## src/rtl/contador_arbitro.sv

```systemverilog
// contador_arbitro: one shared 8-bit up/down counter served to NUM_REQ
// requesters through a round-robin arbiter and a two-state IDLE/EXEC FSM.
// Optional build macro CONTADOR_ARBITRO_SATURATE_EN: inc/dec clamp at 255/0
// and an extra `sat` output pulses alongside ack for a clamped command.
module contador_arbitro #(
    parameter int unsigned NUM_REQ     = 4,
    parameter logic [7:0]  RESET_VALUE = 8'd106
) (
    input  logic                   clk,
    input  logic                   rst_n,
    input  logic [NUM_REQ-1:0]     req,
    input  logic [2*NUM_REQ-1:0]   op,
    input  logic [8*NUM_REQ-1:0]   data,
    output logic [NUM_REQ-1:0]     ack,
    output logic [7:0]             count,
    output logic [2:0]             grant_id,
`ifdef CONTADOR_ARBITRO_SATURATE_EN
    output logic                   sat,
`endif
    output logic                   busy
);

    localparam int unsigned IDX_W = 3;
    localparam int unsigned SRC_W = 4;

    localparam logic [1:0] OP_NOP  = 2'b00;
    localparam logic [1:0] OP_INC  = 2'b01;
    localparam logic [1:0] OP_DEC  = 2'b10;
    localparam logic [1:0] OP_LOAD = 2'b11;

    typedef enum logic {IDLE, EXEC} state_t;

    state_t             state;
    logic [IDX_W-1:0]   ptr;
    logic [IDX_W-1:0]   win_q;
    logic [1:0]         op_q;
    logic [7:0]         data_q;

    // Inputs widened to the full 8-requester space so every select index is exact width
    logic [7:0]         req_pad;
    logic [15:0]        op_pad;
    logic [63:0]        data_pad;

    logic               found_c;
    logic [IDX_W-1:0]   win_c;
    logic [SRC_W-1:0]   cand_c;
    logic [1:0]         op_sel_c;
    logic [7:0]         data_sel_c;
    logic [7:0]         cnt_exec_c;
    logic [NUM_REQ-1:0] ack_c;
    logic [IDX_W-1:0]   ptr_next_c;
`ifdef CONTADOR_ARBITRO_SATURATE_EN
    logic               sat_exec_c;
`endif

    assign req_pad  = 8'(req);
    assign op_pad   = 16'(op);
    assign data_pad = 64'(data);

    // Round-robin search: pointer index first, then ascending with wrap
    always_comb begin
        found_c = 1'b0;
        win_c   = '0;
        cand_c  = '0;
        for (int unsigned i = 0; i < NUM_REQ; i++) begin
            cand_c = SRC_W'({1'b0, ptr}) + SRC_W'(i);
            if (cand_c >= SRC_W'(NUM_REQ)) begin
                cand_c = cand_c - SRC_W'(NUM_REQ);
            end
            if (!found_c && req_pad[cand_c[IDX_W-1:0]]) begin
                found_c = 1'b1;
                win_c   = cand_c[IDX_W-1:0];
            end
        end
    end

    // Winner's command fields, captured only at grant
    always_comb begin
        op_sel_c   = op_pad[{win_c, 1'b0} +: 2];
        data_sel_c = data_pad[{win_c, 3'b000} +: 8];
    end

    // Count update for the latched command
    always_comb begin
        cnt_exec_c = count;
`ifdef CONTADOR_ARBITRO_SATURATE_EN
        sat_exec_c = 1'b0;
`endif
        case (op_q)
            OP_INC: begin
`ifdef CONTADOR_ARBITRO_SATURATE_EN
                if (count == 8'hFF) sat_exec_c = 1'b1;
                else                cnt_exec_c = count + 8'd1;
`else
                cnt_exec_c = count + 8'd1;
`endif
            end
            OP_DEC: begin
`ifdef CONTADOR_ARBITRO_SATURATE_EN
                if (count == 8'h00) sat_exec_c = 1'b1;
                else                cnt_exec_c = count - 8'd1;
`else
                cnt_exec_c = count - 8'd1;
`endif
            end
            OP_LOAD: cnt_exec_c = data_q;
            OP_NOP:  cnt_exec_c = count;
            default: cnt_exec_c = count;
        endcase
    end

    // One-hot ack for the latched winner and the pointer that follows it
    always_comb begin
        ack_c = '0;
        for (int unsigned i = 0; i < NUM_REQ; i++) begin
            ack_c[i] = (win_q == IDX_W'(i));
        end
        ptr_next_c = (win_q == IDX_W'(NUM_REQ - 1)) ? '0 : win_q + IDX_W'(1);
    end

    // FSM, shared count and registered handshake outputs
    always_ff @(posedge clk or negedge rst_n) begin
        if (!rst_n) begin
            state    <= IDLE;
            count    <= RESET_VALUE;
            ack      <= '0;
            busy     <= 1'b0;
            grant_id <= '0;
            ptr      <= '0;
            win_q    <= '0;
            op_q     <= OP_NOP;
            data_q   <= '0;
`ifdef CONTADOR_ARBITRO_SATURATE_EN
            sat      <= 1'b0;
`endif
        end else begin
            ack <= '0;
`ifdef CONTADOR_ARBITRO_SATURATE_EN
            sat <= 1'b0;
`endif
            case (state)
                IDLE: begin
                    if (found_c) begin
                        win_q    <= win_c;
                        op_q     <= op_sel_c;
                        data_q   <= data_sel_c;
                        grant_id <= win_c;
                        busy     <= 1'b1;
                        state    <= EXEC;
                    end
                end
                EXEC: begin
                    count <= cnt_exec_c;
                    ack   <= ack_c;
`ifdef CONTADOR_ARBITRO_SATURATE_EN
                    sat   <= sat_exec_c;
`endif
                    ptr   <= ptr_next_c;
                    busy  <= 1'b0;
                    state <= IDLE;
                end
                default: begin
                    busy  <= 1'b0;
                    state <= IDLE;
                end
            endcase
        end
    end

endmodule

```

## config.mk

```make
export PLATFORM = sky130hd
export DESIGN_NAME = contador_arbitro
export DESIGN_NICKNAME = d
export VERILOG_FILES = /design/src/rtl/contador_arbitro.sv
export SDC_FILE = /design/constraint.sdc
export NUM_CORES = 1
export LEC_CHECK = 0
export BUFFER_PORTS_ARGS = -buffer_cell sky130_fd_sc_hd__buf_2
export CORE_UTILIZATION = 47
export DETAILED_ROUTE_END_ITERATION = 10
export HOLD_SLACK_MARGIN = 0.1
export PLACE_DENSITY = 0.77
export SYNTH_ARGS = -nofsm -noshare
export SYNTH_HDL_FRONTEND = slang
export SYNTH_SLANG_ARGS = --single-unit
```

## constraint.sdc

```tcl
create_clock -name clk -period 2.39 [get_ports clk]
set_input_delay 0.3585 -clock clk [delete_from_list [all_inputs] [get_ports clk]]
set_output_delay 0.3585 -clock clk [all_outputs]
set_load 0.02 [all_outputs]
```

==> run_results.csv, run 1 <==
group,metric,value,unit
worst_setup_path,path_class,"reg2reg",
floorplanning,fp.dieW,68.2,um
detailed_routing,vias_per_cell,5.40,
finish,n_antenna_cell,0,
floorplanning,initial_core_util,50.1,%
placed_design,port_buffers,61,
floorplanning,core_area,4120,um2
sta,final_hold_viol_count,0,
worst_setup_path,end_kind,"register",
sta,clock.fmax,435,MHz
worst_setup_path,crit_slowest_cell,"dfrtp_1",
detailed_routing,num_vias,1781,
finish,fin_util,62.5,%
detailed_routing,drc,0,
yosys,synth_top_area_share,31.6,%
finish,layout.nets,338,
yosys,synth-edff-count,0,
sta,finalCritPeriodShare,96.1,%
sta,max_slew.worst_pin.slew,0.669,ns
pwr,p_leak,1.30,nW
placed_design,finalWeightedCongestion,0.801,
outcome,status,"finished, final reports clean",
clock_tree,cts_root_buf,"clkbuf_8",
yosys,synth_seq_cells,30,
worst_setup_path,critPathTopFamily,"compound AO/OA/AOI/OAI gates",
yosys,synth_area_leaders,"dfrtp_1 32%, mux2i_1 12%, ha_1 7.3%",
worst_setup_path,worstPathMaxFanout,6,
finish,drive_gt1_share,37.5,%
worst_hold_path,hp-class,"in2async",
clock_tree,clockBufferDepth,2,
pwr,ir_drop,0.771,mV
pwr,power.density,1590,nW/um2
worst_setup_path,cp_slowest_stage_delay,0.42,ns
worst_setup_path,crit_path_start_kind,"register",
floorplanning,io_pins,62,
worst_setup_path,worstPathCellList,"nand2b_4 -> inv_2 -> buf_4 -> ha_1 -> nand2_1 -> o21ai_1 -> o41a_1 -> mux2_4 -> a21oi_2 -> a21oi_1",
clock_tree,cts_max_level,2,
global_routing,grt_pass1_wl,6.96,mm
yosys,synth_cell_types,46,
pwr,power,4.09,mW
detailed_routing,drtPass1Iterations,4,
global_routing,grt-ovfl-total,0,
sta,setup_violations,0,
detailed_routing,routed_wl,4.44,mm
yosys,syn_nets,267,
finish,area_delta_synth_final,24.8,%
yosys,ys_top_cells_by_count,"26 x dfrtp_1, 24 x mux2i_1, 19 x nand2_1, 14 x a21oi_1, 14 x nor2_1",
yosys,post-synth-top-count-cell,"dfrtp_1",
detailed_routing,drt_iter0_drc,98,
yosys,ys_seq_area_share,36.7,%
worst_setup_path,critPathArrivalTime,2.44,ns
sta,slew_headroom,55.4,%
floorplanning,fp.dieH,68.2,um
sta,period_minus_slack,2.30,ns
worst_setup_path,worstPathRequired,2.53,ns
yosys,yosysWarnings,0,
finish,fill_cells,352,
clock_tree,clkTransAtPathRegs,0.06,ns
finish,seqCellArea,756,um2
global_routing,grt_usage,20.3,%
finish,multi_input_area,1210,um2
global_routing,grt_max_degree,31,
yosys,synthFlopType,"dfrtp_1",
clock_tree,cts_tree,"yes",
global_routing,grt_pass1_vias,1548,
global_routing,antenna_found_initial,0,
yosys,synth_top_area_cell,"dfrtp_1",
yosys,synth.avg_cell_area,9.91,um2
placed_design,hpwl,3.21,mm
floorplanning,num_rows,23,
yosys,synth_area,2060,um2
clock_tree,hold_buffers,0,
sta,slew_viol_final,0,
yosys,synthCells,208,
worst_setup_path,cp_num_buf_inv,2,
clock_tree,cts.sinks,30,
detailed_routing,wl_per_cell,13.4,um
detailed_routing,drt.antenna.violating_nets,0,
job,maxCapViolations,0,
clock_tree,clock_latency,0.28,ns
sta,skew,0.00296,ns
yosys,async_flop_share,100,%
floorplanning,dieArea,4650,um2
clock_tree,cts_buffers,5,
==> metrics by stage <==
stage	cell area, um2	setup TNS [ns]	instances	hold WS, ns	worst slack (ns)
final	2570	0	330	0.112	0.0933
after global routing	2570	-0.0158	330	0.157	-0.0158
after CTS	2520	0	327	0.132	0.0777
after detailed placement	2430	0	319	0.434	0.127
after global placement	2430	0	319	0.436	0.180
after floorplan	2060	0	208	0.0629	0.0222
==> routing by layer <==
metal  share of wire [%]  GRT usage (%)  routed length [um]
met3                 3.6           4.50                 161
met1                  48           28.4                2130
met5                   0              0                   0
met2                  47           31.4                2090
met4                 1.2           5.47                  53
==> path summary, 6_finish.rpt <==
check                                     startpoint                    end  slack, ns  cells past startpoint
worst max register to register   op_q[1]$_DFFE_PN0P_   count[7]$_DFFE_PN0P_       0.09                     10
min in group clk                            data[15]  data_q[7]$_DFFE_PN0P_       0.37                      3
worst max-delay path             op_q[1]$_DFFE_PN0P_   count[7]$_DFFE_PN0P_       0.09                     10
max in group asynchronous                      rst_n  data_q[4]$_DFFE_PN0P_       1.85                      1
worst min register to register  count[3]$_DFFE_PN1P_   count[3]$_DFFE_PN1P_       0.49                      2
worst min-delay path                           rst_n    op_q[0]$_DFFE_PN0P_       0.11                      1
==> flip-flops by register name, indices dropped and copies added, names as in the netlist <==
register / count
ptr: 3
ack: 4
win_q: 3
data_q: 8
op_q: 2
state: 1
count: 8
busy: 1
==> kinds of logic after synthesis <==
group | Yosys count | share of synthesized area, %
xor gates and xnor gates | 4 | 1.70
muxes | 29 | 15.0
DFF | 30 | 36.7
and+or+nand+nor | 58 | 13.8
AOI/OAI and AO/OA | 54 | 18.6
adders and majority gates | 13 | 8.26
buffers and inverters | 20 | 5.89
==> power breakdown <==
group          switching, mW  total (mW)  leakage (nW)  internal (mW)
Clock                  0.190       0.422        0.0482          0.232
Combinational           1.45        2.69         0.891           1.24
Sequential             0.198       0.974         0.365          0.776
==> layout make-up <==
class | instances | share of cell area [%]
clock buffers | 7 | 3.36
clock inverters | 1 | 0.195
inverters | 11 | 1.61
multi-input cells | 158 | 47.2
flip-flops and latches | 30 | 29.4
well taps | 50 | 2.43
repair buffers | 73 | 15.9
==> placed cells by master (no fill, tap or decap), types with 2 or more instances in the layout <==
master	synthesis	layout
o21ai_1	2	2
nor2_1	14	14
clkbuf_8	0	6
dfstp_2	4	4
nor3_1	3	3
nand3b_1	2	2
a21oi_2	2	3
buf_2	1	61
o21ai_0	10	10
mux2i_2	2	2
a21oi_1	14	13
nor2b_1	4	4
xor2_1	2	2
a211oi_1	3	3
nand2_1	19	19
o211ai_1	2	2
dfrtp_1	26	26
o221ai_1	10	10
buf_4	0	11
ha_1	12	11
and2_1	6	6
xnor2_1	2	2
inv_1	11	10
mux2i_1	24	24
mux2_4	2	3
a21o_1	2	2
==> what timing repair did <==
item | CTS | global route
gates resized for setup | 0 | 6
setup buffers | 0 | 3
setup endpoints to repair | 0 | 6
endpoints found under the hold margin | 0 | 0
Note: power is estimated with default switching activity, not from simulation.
==> run 2: changes to the inputs <==
--- a/config.mk
+++ b/config.mk
@@ -9,7 +9,7 @@
 export CORE_UTILIZATION = 47
 export DETAILED_ROUTE_END_ITERATION = 10
 export HOLD_SLACK_MARGIN = 0.1
-export PLACE_DENSITY = 0.77
+export PLACE_DENSITY_LB_ADDON = 0.25
 export SYNTH_ARGS = -nofsm -noshare
 export SYNTH_HDL_FRONTEND = slang
 export SYNTH_SLANG_ARGS = --single-unit
==> constraint.sdc (replaced) <==
create_clock -name clk -period 2.39 [get_ports clk]
set_input_delay 0.239 -clock clk [delete_from_list [all_inputs] [get_ports clk]]
set_output_delay 0.239 -clock clk [all_outputs]
set_load 0.02 [all_outputs]
==> run 2 against run 1 <==
Compared with the run above:
- global-route usage grew 0.46 points
- die area did not move
- critical path type unchanged
- flip-flop and latch count did not move
- largest power group unchanged
- critical path depth unchanged
- largest cell class unchanged
- register-to-register slack improved by 0.03 ns
- first-iteration DRC count decreased by 20%
- worst setup slack gained 0.031 ns
- critical endpoint unchanged
- hold slack gained 0.17 ns
- highest routed layer unchanged
==> run_results.csv, run 2 (synthesis gave the netlist of run 1 again) <==
group,metric,value,unit
outcome,status,"finished, final reports clean",
worst_setup_path,crit_path_start_kind,"register",
finish,final_common_cell,"buf_2",
sta,max_slew.worst_pin.slew,0.999,ns
detailed_routing,num_vias,1789,
worst_setup_path,crit_top_cell,"a21oi_1",
finish,layout_common_cells,"61 x buf_2, 26 x dfrtp_1, 24 x mux2i_1",
pwr,ir_drop,0.831,mV
finish,fin_util,61.9,%
finish,drive_gt1_share,35.0,%
sta,period_minus_slack,2.27,ns
floorplanning,io_pins,62,
detailed_routing,drt.antenna.violating_nets,0,
sta,clock.fmax,441,MHz
floorplanning,num_rows,23,
global_routing,grt-ovfl-total,0,
placed_design,finalWeightedCongestion,0.816,
job,maxCapViolations,0,
finish,n_antenna_cell,0,
global_routing,grt_max_degree,31,
global_routing,antenna_found_initial,0,
worst_setup_path,critPathArrivalTime,2.41,ns
worst_setup_path,crit_slowest_cell,"dfrtp_1",
pwr,power,4.03,mW
detailed_routing,wl_per_cell,13.6,um
sta,slew_headroom,32.9,%
finish,reg_top3,"count x8, data_q x8, ack x4",
sta,setup_violations,0,
worst_setup_path,cp_num_buf_inv,1,
finish,fill_cells,363,
worst_hold_path,hp-class,"in2reg",
detailed_routing,drt_iter0_drc,78,
detailed_routing,drc,0,
worst_setup_path,worstPathMaxFanout,3,
finish,multi_input_area,1190,um2
clock_tree,cts_buffers,5,
detailed_routing,vias_per_cell,5.47,
floorplanning,core_area,4120,um2
floorplanning,fp.dieH,68.2,um
floorplanning,dieArea,4650,um2
pwr,p_leak,1.30,nW
clock_tree,postCtsSetupBuffers,0,
clock_tree,clockBufferDepth,2,
detailed_routing,routed_wl,4.45,mm
global_routing,grt_usage,20.8,%
clock_tree,cts_max_level,2,
clock_tree,cts.sinks,30,
placed_design,port_buffers,61,
worst_setup_path,critPathTopFamily,"compound AO/OA/AOI/OAI gates",
sta,final_hold_viol_count,0,
global_routing,grt_pass1_vias,1560,
worst_setup_path,cp_slowest_stage_delay,0.39,ns
clock_tree,clkTransAtPathRegs,0.06,ns
placed_design,hpwl,3.30,mm
worst_setup_path,worstPathRequired,2.54,ns
finish,seqCellArea,756,um2
sta,fin_setup_tns,0,ns
worst_setup_path,worstPathCellList,"nand2b_4 -> inv_1 -> ha_1 -> a21o_1 -> a21oi_2 -> o21ai_1 -> o41a_1 -> mux2_1 -> a21oi_1 -> a21oi_1",
clock_tree,cts_tree,"yes",
worst_setup_path,path_class,"reg2reg",
worst_setup_path,end_kind,"register",
sta,finalCritPeriodShare,94.8,%
sta,skew,0.00639,ns
finish,layout.nets,335,
global_routing,grt_pass1_wl,7.10,mm
sta,slew_viol_final,0,
finish,area_delta_synth_final,23.7,%
clock_tree,cts_root_buf,"clkbuf_8",
clock_tree,clock_latency,0.28,ns
floorplanning,fp.dieW,68.2,um
floorplanning,initial_core_util,50.1,%
pwr,power.density,1580,nW/um2
detailed_routing,drtPass1Iterations,4,
[run 2: layer usage]
| metal | up-vias | track usage [%] | wire length [um] |
|---|---|---|---|
| li1 | 884 | - | - |
| met1 | 847 | 29.9 | 2230 |
| met2 | 52 | 30.8 | 1980 |
| met3 | 6 | 4.50 | 189 |
| met4 | 0 | 6.25 | 57 |
| met5 | - | 0 | 0 |
[run 2: path summary, 6_finish.rpt]
path	slack [ns]	end	from	cells past startpoint
setup / recovery	0.12	count[7]$_DFFE_PN0P_	op_q[0]$_DFFE_PN0P_	10
hold / removal	0.28	data_q[7]$_DFFE_PN0P_	data[15]	3
setup reg to reg	0.12	count[7]$_DFFE_PN0P_	op_q[0]$_DFFE_PN0P_	10
hold reg to reg	0.49	count[5]$_DFFE_PN1P_	count[5]$_DFFE_PN1P_	2
max in group asynchronous	1.42	data_q[1]$_DFFE_PN0P_	rst_n	2
min in group asynchronous	0.53	ack[3]$_DFF_PN0_	rst_n	2
[run 2: area by class of cell]
type / count / share of cell area [%]
Multi-Input combinational cell: 158 / 46.7
Sequential cell: 30 / 29.7
Timing Repair Buffer: 70 / 15.2
Clock buffer: 8 / 4.32
Tap cell: 50 / 2.45
Inverter: 11 / 1.62
[run 2: repair_timing]
item,4_1_cts,5_1_grt
hold buffers,1,0
endpoints found under the hold margin,26,0
gates resized for setup,0,1
endpoints found under the setup margin,0,1
[run 2: tightest hold or removal path, stage by stage]
cell and delay (ns):
buf_2 0.07, mux2i_1 0.05, o221ai_1 0.15
[run 2: where the power goes]
group | leakage (nW) | switching (mW) | internal (mW) | total, mW
sequential | 0.365 | 0.193 | 0.777 | 0.971
combinational | 0.876 | 1.41 | 1.17 | 2.58
clock | 0.0575 | 0.184 | 0.290 | 0.475
[run 2: metrics by stage]
stage	instances	hold WS, ns	cell area [um2]	worst slack, ns
global placement	318	0.311	2420	0.176
CTS	327	0.279	2540	0.0994
floorplan	208	-0.0566	2060	0.0222
finish	327	0.282	2550	0.124
detailed placement	318	0.317	2420	0.128
global route	327	0.285	2550	-0.00835
